===== src/rtl/pmem_pkg.sv =====
// Shared constants and loader state type for the program memory and its loader.
package pmem_pkg;

  localparam int unsigned PMEM_ADDR_W  = 8;
  localparam int unsigned PMEM_INSTR_W = 12;

  typedef enum logic [2:0] {
    IDLE = 3'd0,
    CNT  = 3'd1,
    HI   = 3'd2,
    LO   = 3'd3,
    WR   = 3'd4,
    CSUM = 3'd5,
    DONE = 3'd6,
    ERR  = 3'd7
  } loader_state_t;

  // A load is in progress in every state except IDLE and ERR.
  function automatic logic loader_busy(input loader_state_t s);
    return (s != IDLE) && (s != ERR);
  endfunction

endpackage


===== src/rtl/pmem_loader.sv =====
// Program memory load-port driver: assembles 12-bit instructions from a
// host byte stream (CNT, N x {HI,LO}, CSUM), writes them from address 0
// upward and validates the trailing checksum.
module pmem_loader
  import pmem_pkg::*;
#(
  parameter int unsigned ADDR_W  = PMEM_ADDR_W,
  parameter int unsigned INSTR_W = PMEM_INSTR_W
) (
  input  logic               clk,
  input  logic               rst_n,
  input  logic               start,
  input  logic [7:0]         in_data,
  input  logic               in_valid,
  output logic               in_ready,
  output logic               LE,
  output logic [ADDR_W-1:0]  LA,
  output logic [INSTR_W-1:0] LI,
  output logic               busy,
  output logic               cpu_hold,
  output logic               done,
  output logic               err
);

  loader_state_t      r_state;
  loader_state_t      w_next;
  logic               w_in_ready;
  logic               w_accept;
  logic [7:0]         w_sum_next;

  logic [ADDR_W-1:0]  r_addr;
  logic [ADDR_W-1:0]  r_remain;
  logic [7:0]         r_sum;
  logic [3:0]         r_nib;
  logic               r_le;
  logic [ADDR_W-1:0]  r_la;
  logic [INSTR_W-1:0] r_li;
  logic               r_busy;
  logic               r_done;
  logic               r_err;

  assign w_accept   = in_valid & w_in_ready;
  assign w_sum_next = r_sum + in_data;

  // State register.
  always_ff @(posedge clk or negedge rst_n) begin
    if (!rst_n) begin
      r_state <= IDLE;
    end else begin
      r_state <= w_next;
    end
  end

  // Next-state decode and in_ready (the only unregistered output).
  always_comb begin
    w_next     = r_state;
    w_in_ready = 1'b0;
    case (r_state)
      IDLE: begin
        if (start) w_next = CNT;
      end
      CNT: begin
        w_in_ready = 1'b1;
        if (w_accept) w_next = HI;
      end
      HI: begin
        w_in_ready = 1'b1;
        if (w_accept) w_next = (in_data[7:4] != 4'h0) ? ERR : LO;
      end
      LO: begin
        w_in_ready = 1'b1;
        if (w_accept) w_next = WR;
      end
      WR: begin
        w_next = (r_remain == '0) ? CSUM : HI;
      end
      CSUM: begin
        w_in_ready = 1'b1;
        if (w_accept) w_next = (w_sum_next == 8'h00) ? DONE : ERR;
      end
      DONE: begin
        w_next = IDLE;
      end
      ERR: begin
        if (start) w_next = CNT;
      end
      default: w_next = IDLE;
    endcase
  end

  // Datapath: address/count/checksum accumulation and registered outputs.
  // Status outputs are registered from w_next so they line up with the
  // state they describe (LE high for exactly the WR cycle, etc.).
  always_ff @(posedge clk or negedge rst_n) begin
    if (!rst_n) begin
      r_addr   <= '0;
      r_remain <= '0;
      r_sum    <= '0;
      r_nib    <= '0;
      r_le     <= 1'b0;
      r_la     <= '0;
      r_li     <= '0;
      r_busy   <= 1'b0;
      r_done   <= 1'b0;
      r_err    <= 1'b0;
    end else begin
      r_le   <= (w_next == WR);
      r_busy <= loader_busy(w_next);
      r_done <= (w_next == DONE);
      r_err  <= (w_next == ERR);
      case (r_state)
        IDLE, ERR: begin
          if (start) begin
            r_addr   <= '0;
            r_remain <= '0;
            r_sum    <= '0;
          end
        end
        CNT: begin
          if (w_accept) begin
            r_remain <= ADDR_W'(in_data);
            r_sum    <= w_sum_next;
          end
        end
        HI: begin
          if (w_accept) begin
            r_nib <= in_data[3:0];
            r_sum <= w_sum_next;
          end
        end
        LO: begin
          if (w_accept) begin
            r_li  <= INSTR_W'({r_nib, in_data});
            r_la  <= r_addr;
            r_sum <= w_sum_next;
          end
        end
        WR: begin
          // Address only advances when another pair follows, so a full
          // 256-entry image ends at 255 without wrapping.
          if (r_remain != '0) begin
            r_addr   <= r_addr + 1'b1;
            r_remain <= r_remain - 1'b1;
          end
        end
        default: begin
        end
      endcase
    end
  end

  assign in_ready = w_in_ready;
  assign LE       = r_le;
  assign LA       = r_la;
  assign LI       = r_li;
  assign busy     = r_busy;
  assign cpu_hold = r_busy;
  assign done     = r_done;
  assign err      = r_err;

endmodule

===== config.mk =====
export PLATFORM = sky130hd
export DESIGN_NAME = pmem_loader
export DESIGN_NICKNAME = d
export VERILOG_FILES = /design/src/rtl/pmem_pkg.sv /design/src/rtl/pmem_loader.sv
export SDC_FILE = /design/constraint.sdc
export NUM_CORES = 1
export LEC_CHECK = 0
export BUFFER_PORTS_ARGS = -buffer_cell sky130_fd_sc_hd__buf_2
export CAP_MARGIN = 10
export CORE_MARGIN = 5
export CORE_UTILIZATION = 57
export CTS_BUF_LIST = sky130_fd_sc_hd__clkbuf_16
export DETAILED_ROUTE_END_ITERATION = 10
export PLACE_DENSITY = 0.84
export SYNTH_ARGS = -nofsm -noshare
export SYNTH_HDL_FRONTEND = slang
export SYNTH_SLANG_ARGS = --single-unit

===== constraint.sdc =====
create_clock -name clk -period 2.8 [get_ports clk]
set_input_delay 0.14 -clock clk [delete_from_list [all_inputs] [get_ports clk]]
set_output_delay 0.14 -clock clk [all_outputs]
set_load 0.05 [all_outputs]

# Word level (Yosys, flattened, before mapping)
# Index checks and enable logic that the tools add are counted.
[classes]
add_sub_neg = 3
n_eq_ne = 15
n_mux = 18
bitwise_logic = 1
reduce_logical = 18
[op_table]
columns = ["operator", "n"]
rows = [
  ["$mux 8", 5],
  ["$pmux 8 s2", 2],
  ["$pmux 8 s3", 1],
  ["$eq 3x3->1 const B", 7],
  ["$mux 3", 7],
  ["$pmux 3 s7", 1],
  ["$logic_not 8->1", 2],
  ["$add 8x1->8 const B", 1],
  ["$add 8x8->8", 1],
  ["$reduce_bool 8->1", 1],
  ["$sub 8x1->8 const B", 1],
  ["$eq 3x2->1 const B", 2],
  ["$reduce_and 3->1", 2],
  ["$reduce_bool 3->1", 2],
  ["$ne 2x1->1 const B", 2],
  ["$ne 2x2->1 const B", 2],
  ["$reduce_and 2->1", 2],
  ["$reduce_and 4->1", 1],
  ["$reduce_bool 2->1", 2],
  ["$reduce_bool 4->1", 1],
  ["$reduce_or 4->1", 1],
  ["$eq 3x1->1 const B", 1],
  ["$logic_not 3->1", 1],
  ["$ne 3x3->1 const B", 1],
  ["5 further kinds", 6],
]
[word_totals]
regBits = 55
output_inout_bits = 26
wordCells = 66

# Depth between registers and ports, before layout
# Gate-level depths: netlist of run 1.
[logic_depth]
word_depth = 8
ltp_mapped = 9

# Least setup slack after synthesis of run 1
# Ideal clock, no wire load.
[synth_path]
kind = "register to register"
from = "register r_sum[0]"
to = "register r_busy (netlist: busy)"
arrival_ns = 2.194
required_ns = 2.727
setup_slack_ns = 0.533
path_stages_with_launch = 8
path_cell_list = "dfrtp_1 ha_1 fa_1 and4bb_1 nand3_1 or4_4 nor4_4 a2bb2oi_2"
[synth_via]
elab_chain_cells = 7
word_cells_on_any_way = 8
[synth_rtl]
columns = ["element", "line", "rtl"]
rows = [
  ["start: declaration", "pmem_loader.sv:33", "logic [7:0] r_sum;"],
  ["start signal: assignment", "pmem_loader.sv:122", "r_sum <= w_sum_next;"],
  ["start signal: assignment", "pmem_loader.sv:128", "r_sum <= w_sum_next;"],
  ["start signal: assignment", "pmem_loader.sv:135", "r_sum <= w_sum_next;"],
  ["$add 8x8->8 (*)", "pmem_loader.sv:43", "assign w_sum_next = r_sum + in_data;"],
  ["$logic_not 8->1 (*)", "pmem_loader.sv:79", "if (w_accept) w_next = (w_sum_next == 8'h00) ? DONE : ERR;"],
  ["$mux 1 (*)", "pmem_loader.sv:79", ""],
  ["$mux 3 (*)", "pmem_loader.sv:79", ""],
  ["$pmux 3 s7 (*)", "pmem_loader.sv:58", "case (r_state)"],
  ["$ne 3x3->1 / $reduce_bool 3->1 (equally long branches)", "pmem_pkg.sv:20", "return (s != IDLE) && (s != ERR);"],
  ["$logic_and 1x1->1 (*)", "pmem_pkg.sv:20", ""],
  ["end signal: assignment", "pmem_loader.sv:108", "r_busy <= loader_busy(w_next);"],
  ["end: declaration", "pmem_loader.sv:38", "logic r_busy;"],
]
# Every way passes the cells marked *; elsewhere a longest branch is shown, timed or not.
# A chain may end at the register's enable or synchronous reset.

# Worst setup path after layout of run 1
# Same ends and word-level chain as after synthesis.

==> results.md, run 1 <==
* Run status: completed
* Largest net degree at the start of global routing at 36
* HP Class: in -> reg
* Final instance area at 0.00333 mm^2
* Hpwl dp at 4480 um
* Worst setup path class: reg -> reg
* Antenna viol nets, final at 0
* Setup tns final at 0 ps
* Post-synth top area share at 0.472
* DR WL/cell at 15.4 um
* Die height at 81.5 um
* Via/cell ratio at 5.71
* Final WL at 6460 um
* CTS tree: built
* Tmin final at 2420 ps
* Fillers at 381
* Ys Warns at 0
* Clock root buffer: clkbuf_16
* Die ar. at 0.00665 mm^2
* Top cells by area, synth: dfrtp_1 (47%), nand2_1 (9.9%), nor2_1 (4.1%)
* Initial antenna violation count at 0
* Headroom to the max-slew limit at 0.478
* Hold Fails Final Rpt at 0
* Startpoint types: register
* Leak at 1.61 nW
* Setup Skew at 5.28 ps
* Crit path largest cell delay at 440 ps
* Nets@finish at 371
* Number of global-route vias before repair at 2327
* Area Overhead vs Synth at 14.2%
* Post-synth EDFFs at 0
* Layout cells sized above 1 at 0.191
* IO buf count at 37
* First-pass DRT Iterations at 4
* First-pass GRT wire length at 10800 um
* Top_reg_cell synth: dfrtp_1
* Syn Area/Cell at 9.32 um^2
* Reg2reg start: r_sum[0]
* Mapped Cells at 313
* Power Total at 4.14 mW
* Async S/R FF share, synth at 1.00
* Pwr per Cell Area at 1240 mW/mm^2
* TritonCTS buffer count at 5
* VDD IR max at 0.683 mV
* Bufs on Longest Clock Path at 2
* CTS Sinks at 55
* Placed Area at 0.00316 mm^2
* GRT Util Overall at 0.212
* Num ports at 38
* Total gr overflow at 0
* GP Congestion at 0.901
* Worst R2R End: busy
* Crit-path leading delay family: simple AND/OR/NAND/NOR gates
* Slew Viols, Final at 0
* Worst-Margin Slew at 783 ps
* Max_cap viols at 0
* CP bufs+invs at 0
* H-tree levels at 2
* Num rows at 26
* CP max stage cell: or4_4
* Post-synth net total at 335
* DRT iter0 DRCs at 252
* Crit path cell chain: ha_1 > fa_1 > a211oi_2 > nor2_1 > xor2_1 > or4_4 > nor4_4 > a2bb2oi_2
* R2R setup slack at 380 ps
* FMAX at 413 MHz
* N_diodes at 0
* Seq/Total Area, Yosys at 0.472
* CORE AREA at 0.00504 mm^2
* Critical Path RT at 3030 ps
* Period utilization at 0.865
* Setup crit start: r_sum[0]
* Final Setup Violations at 0
* #FFs+latches synth at 55
* Die W at 81.5 um
* Routed via count at 2399
* Stages on worst setup path at 8
* Crit path DAT at 2650 ps
* Crit path capture type: register
* Worst skew pair latency at 290 ps
* Top cell type by total area after synthesis: dfrtp_1
* Detailed-route DRC error count at 0
* Unique masters post-synth at 56
* Post-synthesis cell area at 0.00292 mm^2
* Number of setup buffers added after CTS at 0
* Reg clk slew, reported paths at 70 ps
* Initial Util at 0.579
* Worst Setup EP: busy
* # resized after CTS at 0
* FF-to-FF path depth at 8
* Crit-path max FO at 3
* RSZ-0062 raised after global routing: false
state kept, by name, indices dropped and copies added (netlist names):
| signal | count |
|---|---|
| LA | 8 |
| busy | 1 |
| r_nib | 4 |
| err | 1 |
| r_addr | 8 |
| r_state | 3 |
| r_sum | 8 |
| r_remain | 8 |
| LE | 1 |
| LI | 12 |
| done | 1 |
cell families (layout without fill, tap and decap cells):
group,count (synthesis),after routing,share of synthesized area
simple gates,141,141,0.227
compound gates,74,74,0.179
flops,55,55,0.472
buf+inv,18,55,0.0274
fa+ha+maj,10,10,0.0455
xor+xnor,10,10,0.0300
mux,5,5,0.0189
how the worst min path moves through the flow:
stage,start,to,slack [ps],cells after the start
after floorplan,rst_n,LA[0],-160,0
after global placement,rst_n,err,260,1
after detailed placement,rst_n,busy,270,1
after CTS,in_data[0],LI[0],110,3
after global routing,in_data[0],LI[0],110,3
final,in_data[0],LI[0],110,3
synth_stat cells, drive strengths merged, types with 3 or more instances:
| cell | number |
|---|---|
| buf | 6 |
| nand2 | 77 |
| a31oi | 5 |
| a22o | 5 |
| clkbuf | 6 |
| a211oi | 5 |
| xnor2 | 7 |
| a21oi | 14 |
| dfrtp | 55 |
| mux2 | 4 |
| nor4 | 5 |
| or4 | 3 |
| ha | 9 |
| nor2 | 32 |
| xor2 | 3 |
| o21ai | 25 |
| nand3 | 7 |
| nand2b | 4 |
| inv | 6 |
per-layer routing:
metal | share of wire | global-route usage | wire length (um) | vias up
li1 | - | - | - | 1168
met3 | 0.060 | 0.0461 | 387 | 14
met1 | 0.43 | 0.274 | 2810 | 1141
met2 | 0.49 | 0.346 | 3150 | 76
met5 | 0 | 0 | 0 | -
met4 | 0.018 | 0.0828 | 114 | 0
worst reg2reg max path, stage by stage (launching register included):
cell and delay [ps]:
dfrtp_1 380, ha_1 230, fa_1 430, a211oi_2 250, nor2_1 90, xor2_1 170
or4_4 440, nor4_4 210, a2bb2oi_2 160
placed cells by master (no fill, tap or decap), drive strengths merged, types with 2 or more instances in the layout:
cell type,synthesis,layout
a22oi,2,2
o21ai,25,25
nand2b,4,4
or4,3,3
dfrtp,55,55
inv,6,8
nor4,5,5
mux2,4,4
nand2,77,77
a22o,5,5
xnor2,7,7
a2bb2oi,2,2
xor2,3,3
a211oi,5,5
a21oi,14,14
nand3,7,7
a31oi,5,5
and2,2,2
o21bai,2,2
ha,9,9
a32oi,2,2
buf,6,40
nor2,32,32
nor3b,2,2
clkbuf,6,5
o31a,2,2
nor3,2,2
through the flow:
step	hold slack, ps	cells	setup slack (ps)	util
finish	109	420	379	0.661
global route	112	420	262	0.661
CTS	106	420	365	0.661
detailed placement	269	411	398	0.626
global placement	263	411	477	0.626
floorplan	-156	313	533	-
timing repair:
action	4_1_cts	5_1_grt
endpoints found under the setup margin	0	0
hold endpoints to repair	34	0
hold buffers	1	0
report_power, final:
part	internal (mW)	switching [mW]	total [mW]	leakage [nW]
Clock	0.422	0.285	0.707	0.0856
Sequential	1.08	0.267	1.35	0.717
Combinational	0.669	1.42	2.09	0.808
Total	2.17	1.97	4.14	1.61
final cells by class:
type,instances,area [um^2],share of cell area
Tap cell,70,87.6,0.0263
Clock inverter,3,42.5,0.0128
Multi-Input combinational cell,240,1460,0.438
Inverter,6,22.5,0.00676
Clock buffer,5,125,0.0375
Timing Repair Buffer,41,218,0.0653
Sequential cell,55,1380,0.413
(Power assumes the default switching activity.)
==> run 2, diff against run 1 <==
- ABC_AREA: default -> 1
- CORE_ASPECT_RATIO: default -> 0.6
- CORE_UTILIZATION: 57 -> 58
- PLACE_DENSITY: 0.84 -> 0.85
- SETUP_SLACK_MARGIN: default -> 0.15
==> run 2 against run 1 <==
Final cell count rose by 17%. Utilization rose by 1.2 points. Combinational power rose by 8%. Worst setup slack improved by 290 ps. Sequential power fell by 9%. Critical path depth rose by 8. Critical path type unchanged. Sequential share of layout area fell by 0.25 points. Register-to-register slack improved by 290 ps. Highest routed layer unchanged.
==> results.md, run 2 <==
* TritonCTS buffer count at 5 (unchanged)
* Routed via count at 2687 (+12%)
* DRT iter0 DRCs at 222 (-12%)
* Via/cell ratio at 5.48 (-4.0%)
* FF-to-FF path depth at 16 (+8)
* Startpoint types: register
* Fillers at 413 (+8.4%)
* CTS Sinks at 55 (unchanged)
* Crit-path max FO at 3 (unchanged)
* Run status: completed
* Period utilization at 0.762 (-0.103)
* Max FFs per register at 12 (unchanged)
* Async S/R FF share, synth at 1.00 (unchanged)
* Largest net degree at the start of global routing at 34 (-5.6%)
* Final Setup Violations at 0 (unchanged)
* Die W at 102 um (+25%)
* Post-synth EDFFs at 0 (unchanged)
* Post-synthesis cell area at 0.00295 mm^2 (+1.1%)
* Clock root buffer: clkbuf_16
* Headroom to the max-slew limit at 0.603 (+0.125)
* HP Class: in -> reg
* Top_reg_cell synth: dfrtp_1
* Hold depth at 3 (unchanged)
* Tmin final at 2130 ps (-288 ps)
* Crit path DAT at 2320 ps (-330 ps)
* Total gr overflow at 0 (unchanged)
* R2R setup slack at 670 ps (+290 ps)
* Number of global-route vias before repair at 2608 (+12%)
* Reg2reg start: r_sum[0]
* Most frequent cells in the layout: nand2_1 (111), dfrtp_1 (55), inv_1 (54), buf_2 (37), o21ai_0 (30)
* Antenna viol nets, final at 0 (unchanged)
* Commonest cells in the netlist: nand2_1 (111), dfrtp_1 (55), inv_1 (53)
* Die ar. at 0.00666 mm^2 (+0.12%)
* Initial Util at 0.592 (+0.0136)
* Worst skew pair latency at 290 ps (about the same)
* Hpwl dp at 5350 um (+19%)
* Detailed-route DRC error count at 0 (unchanged)
* RSZ-0062 raised after global routing: false
* Initial antenna violation count at 0 (unchanged)
* Post-synth top area share at 0.467 (-0.00500)
* Seq/Total Area, Yosys at 0.467 (-0.00500)
* Power Total at 4.11 mW (-0.77%)
* First-pass DRT Iterations at 5 (+1)
* Num ports at 38 (unchanged)
* Top-count cell post-synth: nand2_1
* Crit path capture type: register
* Bufs on Longest Clock Path at 2 (unchanged)
* CORE AREA at 0.00498 mm^2 (-1.2%)
* Final WL at 7240 um (+12%)
* Worst R2R End: busy
* CTS tree: built
* Area Overhead vs Synth at 13.7%
* FMAX at 469 MHz (+13%)
* Worst setup path class: reg -> reg
* Leak at 1.80 nW (+12%)
* Setup Skew at 4.05 ps (-1.23 ps)
* DR WL/cell at 14.8 um (-4.0%)
* Reg clk slew, reported paths at 70 ps (about the same)
* Syn Area/Cell at 7.70 um^2 (-17%)
* Num rows at 20 (-23%)
* Critical Path RT at 2990 ps (-40 ps)
* Hold Fails Final Rpt at 0 (unchanged)
* N_diodes at 0 (unchanged)
* Worst hold endpoint: LI[5]
* Mapped Cells at 383 (+22%)
* Layout cells sized above 1 at 0.149 (-0.0428)
* Hold wc startpoint: in_data[5]
* Slew Viols, Final at 0 (unchanged)
* Commonest non-fill, non-tap cell in the layout: nand2_1
* GRT Util Overall at 0.238 (+0.0262)
* Worst-Margin Slew at 596 ps (-187 ps)
* GP Congestion at 0.857 (-4.9%)
* Post-synth net total at 405 (+21%)
* Nets@finish at 445 (+20%)
* Pwr per Cell Area at 1230 mW/mm^2 (-1.4%)
* #FFs+latches synth at 55 (unchanged)
* Max_cap viols at 0 (unchanged)
* # resized after CTS at 0 (unchanged)
* Die height at 65.2 um (-20%)
* IO buf count at 37 (unchanged)
* H-tree levels at 2 (unchanged)
* First-pass GRT wire length at 12500 um (+15%)
* Top cell type by total area after synthesis: dfrtp_1
* Top cells by area, synth: dfrtp_1 (47%), nand2_1 (14%), inv_1 (6.7%)
* VDD IR max at 0.568 mV (-17%)
* Unique masters post-synth at 31 (-45%)
* Setup tns final at 0 ps (unchanged)
* Ys Warns at 0 (unchanged)
==> run 2: timing repair <==
action,4_1_cts,5_1_grt
hold buffers,1,0
setup buffers,0,0
endpoints found under the hold margin,26,0
==> run 2: cell families (layout without fill, tap and decap cells) <==
family,after synthesis,count (layout),share of synthesized area
AND/OR/NAND/NOR,186,186,0.278
buffers and inverters,66,107,0.0865
AO/OA/AOI/OAI,63,63,0.115
flip-flops,55,55,0.467
adder cells (fa/ha/maj),10,10,0.0450
XOR/XNOR,3,3,0.00891
==> run 2: per-layer routing <==
metal	GRT usage	wire, um	part of all wire
met4	0.0524	62	0.0086
met2	0.359	3120	0.43
met3	0.0477	561	0.077
met1	0.355	3490	0.48
met5	0	0	0
==> run 2: final cells by class <==
type	count	area (um^2)	area share
Clock buffer	5	125	0.0373
Clock inverter	3	20.0	0.00597
Inverter	59	221	0.0660
Multi-Input combinational cell	262	1320	0.393
Sequential cell	55	1380	0.410
Tap cell	66	82.6	0.0246
Timing Repair Buffer	40	210	0.0627
==> run 2: worst max-delay path by stage <==
stage               startpoint    to  slack [ps]  depth (start not counted)
detailed placement    r_sum[0]  busy         730                         16
global placement      r_sum[0]  busy         760                         16
global route          r_sum[0]  done         390                         15
CTS                   r_sum[0]  done         690                         15
finish                r_sum[0]  busy         670                         16
floorplan             r_sum[0]  busy         870                         16
==> run 2: power by group <==
part,switching (mW),total [mW],internal [mW]
sequential,0.161,1.23,1.07
combinational,1.65,2.26,0.611
clock,0.294,0.627,0.332
==> run 2: metrics by stage <==
stage / hold WS, ps / instance area, um^2 / utilization / worst slack (ps) / instances
2_1_floorplan: -156 / 2950 / - / 873 / 383
3_3_place_gp: 177 / 3200 / 0.642 / 765 / 481
3_5_place_dp: 190 / 3200 / 0.642 / 730 / 481
4_1_cts: 157 / 3350 / 0.673 / 691 / 490
5_1_grt: 163 / 3350 / 0.673 / 386 / 490
6_report: 158 / 3350 / 0.673 / 666 / 490
==> run 2: worst max-delay path, stage by stage (launching register included) <==
cell     delay, ps
dfrtp_1        380
ha_1           220
fa_1           420
nand2_1        100
nand2_1         80
nand3_1        100
nand2_1         70
nand2_1         60
nand2_1         60
nor2_1         100
nand2_1         80
nand2_1         60
nand2_1         60
nand2_1         80
nand3_1         70
nand2_1         60
nand2_1         40
==> run 3, diff against run 2 <==
- ABC_AREA: 1 -> 0
- CORE_UTILIZATION: 58 -> 57
- PLACE_DENSITY: 0.85 -> 0.84
- clock period: 2.8 -> 2 ns (I/O delays scaled with it)
==> run 3 against run 2 <==
The run now ends with setup timing left. Routed wire length grew 6.6%. Global-route usage grew 1.6 points. Highest routed layer unchanged. Worst setup slack worse by 1000 ps. Die area grew 0.59%. Utilization up 6.8 points. First-iteration DRC count shrank 20%. Worst hold slack worse by 93 ps. Sequential share of layout area is 3.9 points lower. Maximum frequency is 10% lower. Clock skew increased by 2.2 ps. Total power is 59% higher. Sequential power grew 50%.
==> results.md, run 3 (synthesis gave the netlist of run 1 again) <==
* Run status: complete, but fails checks
* Failing checks: setup timing
* Area Overhead vs Synth at 27.1%
* Hold Fails Final Rpt at 0 (unchanged)
* Total gr overflow at 0 (unchanged)
* Final setup margin at -382 ps (-1050 ps)
* Worst slack, placed at -347 ps (-1080 ps)
* DRT iter0 DRCs at 177 (-20%)
* VDD IR max at 0.981 mV (+73%)
* Setup tns final at -1680 ps (-1680 ps)
* First-pass DRT Iterations at 5 (unchanged)
* Num ports at 38 (unchanged)
* Worst skew pair latency at 290 ps (about the same)
* Detailed-route DRC error count at 0 (unchanged)
* Max FFs per register at 12 (unchanged)
* Crit-path max FO at 3 (unchanged)
* Slew Viols, Final at 0 (unchanged)
* TritonCTS buffer count at 5 (unchanged)
* Worst R2R End: busy
* Nets@finish at 403 (-9.4%)
* Largest net degree at the start of global routing at 29 (-15%)
* Reg2reg start: r_sum[0]
* Die W at 102 um (+0.30%)
* Placed Area at 0.00336 mm^2 (+5.0%)
* Final Setup Violations at 7 (+7)
* Crit path capture type: register
* Final WL at 7720 um (+6.6%)
* Num rows at 20 (unchanged)
* Reg clk slew, reported paths at 70 ps (about the same)
* Fin cells at 448 (-8.6%)
* CP max stage cell: or4_4
* Worst setup path class: reg -> reg
* RSZ-0062 raised after global routing: true
* Die ar. at 0.00670 mm^2 (+0.59%)
* R2R setup slack at -380 ps (-1050 ps)
* Pwr per Cell Area at 1760 mW/mm^2 (+43%)
* Worst-Margin Slew at 514 ps (-81.2 ps)
* Final instance area at 0.00371 mm^2 (+11%)
* Hpwl dp at 5250 um (-1.8%)
* Period utilization at 1.19 (+0.429)
* Most frequent cells in the layout: nand2_1 (76), dfrtp_1 (53), buf_2 (37), nor2_1 (32), buf_4 (31)
* CTS Sinks at 55 (unchanged)
* Commonest non-fill, non-tap cell in the layout: nand2_1
* Antenna viol nets, final at 0 (unchanged)
* Initial Util at 0.583 (-0.00921)
* N_diodes at 0 (unchanged)
* FF-to-FF path depth at 7 (-9)
* Leak at 1.79 nW (-0.42%)
* Routed via count at 2612 (-2.8%)
* Crit path largest cell delay at 540 ps (+120 ps)
* Via/cell ratio at 5.83 (+6.3%)
* Crit path DAT at 2600 ps (+280 ps)
* First-pass GRT wire length at 13200 um (+5.8%)
* Tmin final at 2380 ps (+248 ps)
* CTS tree: built
* H-tree levels at 2 (unchanged)
* Layout cells sized above 1 at 0.330 (+0.181)
* Clock root buffer: clkbuf_16
* HP Class: in -> reg
* Number of global-route vias before repair at 2593 (-0.58%)
* Die height at 65.4 um (+0.28%)
* Crit path cell chain: ha_2 > fa_2 > and4bb_1 > nand3_1 > or4_4 > nor4_4 > a2bb2oi_2
* Power Total at 6.52 mW (+59%)
* Critical Path RT at 2220 ps (-770 ps)
* Initial antenna violation count at 0 (unchanged)
* Startpoint types: register
* Setup Skew at 6.27 ps (+2.22 ps)
* Bufs on Longest Clock Path at 2 (unchanged)
* GP Congestion at 0.887 (+3.5%)
* CORE AREA at 0.00500 mm^2 (+0.50%)
* Worst Setup EP: busy
* GRT Util Overall at 0.254 (+0.0159)
* Max_cap viols at 0 (unchanged)
* DR WL/cell at 17.2 um (+17%)
* Placed instance count at 433 (-10%)
* Setup crit start: r_sum[0]
* FMAX at 420 MHz (-10%)
* IO buf count at 37 (unchanged)
* Headroom to the max-slew limit at 0.657 (+0.0542)
[run 3: changes by cell type in the layout (fill, tap and decap cells not counted), sizes merged, moves of 6 or more]
cell and change:
o22ai -6, nor3 -10, o21ai -12, buf +32
nand2 -34, nand3 -18, inv -55
[run 3: repair_timing]
item | 4_1_cts | 5_1_grt
pin swaps | 12 | 15
hold endpoints to repair | 55 | 0
setup endpoints to repair | 27 | 24
resized for setup | 23 | 27
hold buffers | 1 | 0
setup buffers | 5 | 0
cloned | 1 | 0
[run 3: power breakdown]
group          switching (mW)  internal, mW  total [mW]
Combinational            2.39          1.44        3.83
Clock                   0.385         0.456       0.841
Sequential              0.338          1.52        1.85
[run 3: how the worst min path moves through the flow]
stage	startpoint	slack [ps]	depth (start not counted)	endpoint
2_1_floorplan	rst_n	-200	0	LA[0]
3_3_place_gp	rst_n	130	2	r_state[2]
3_5_place_dp	rst_n	140	2	err
4_1_cts	in_data[4]	70	3	LI[4]
5_1_grt	in_data[3]	90	3	LI[3]
6_report	in_data[4]	70	3	LI[4]
[run 3: worst max-delay path: cells and delay by family, from the launching register on]
kind,cells,cell delay [ps]
flip-flops,1,390
AO/OA/AOI/OAI,1,170
adder cells (fa/ha/maj),2,630
AND/OR/NAND/NOR,4,1130
[run 3: area by class of cell]
class	instances	area (um^2)
Fill cell	345	1290
Timing Repair Buffer	72	462
Multi-Input combinational cell	241	1620
Tap cell	66	82.6
Clock inverter	3	15.0
Clock buffer	5	125
Inverter	6	22.5
Sequential cell	55	1380
[run 3: per-stage QoR]
stage / hold slack, ps / utilization
after CTS: 67.1 / 0.728
final: 65.4 / 0.741
after detailed placement: 141 / 0.671
after global routing: 90.5 / 0.741
after floorplan: -196 / -
after global placement: 132 / 0.671
[run 3: routing by layer]
metal / track usage / share of wire
met3: 0.0477 / 0.091
met2: 0.383 / 0.43
met1: 0.382 / 0.47
met5: 0 / 0
met4: 0.0540 / 0.011
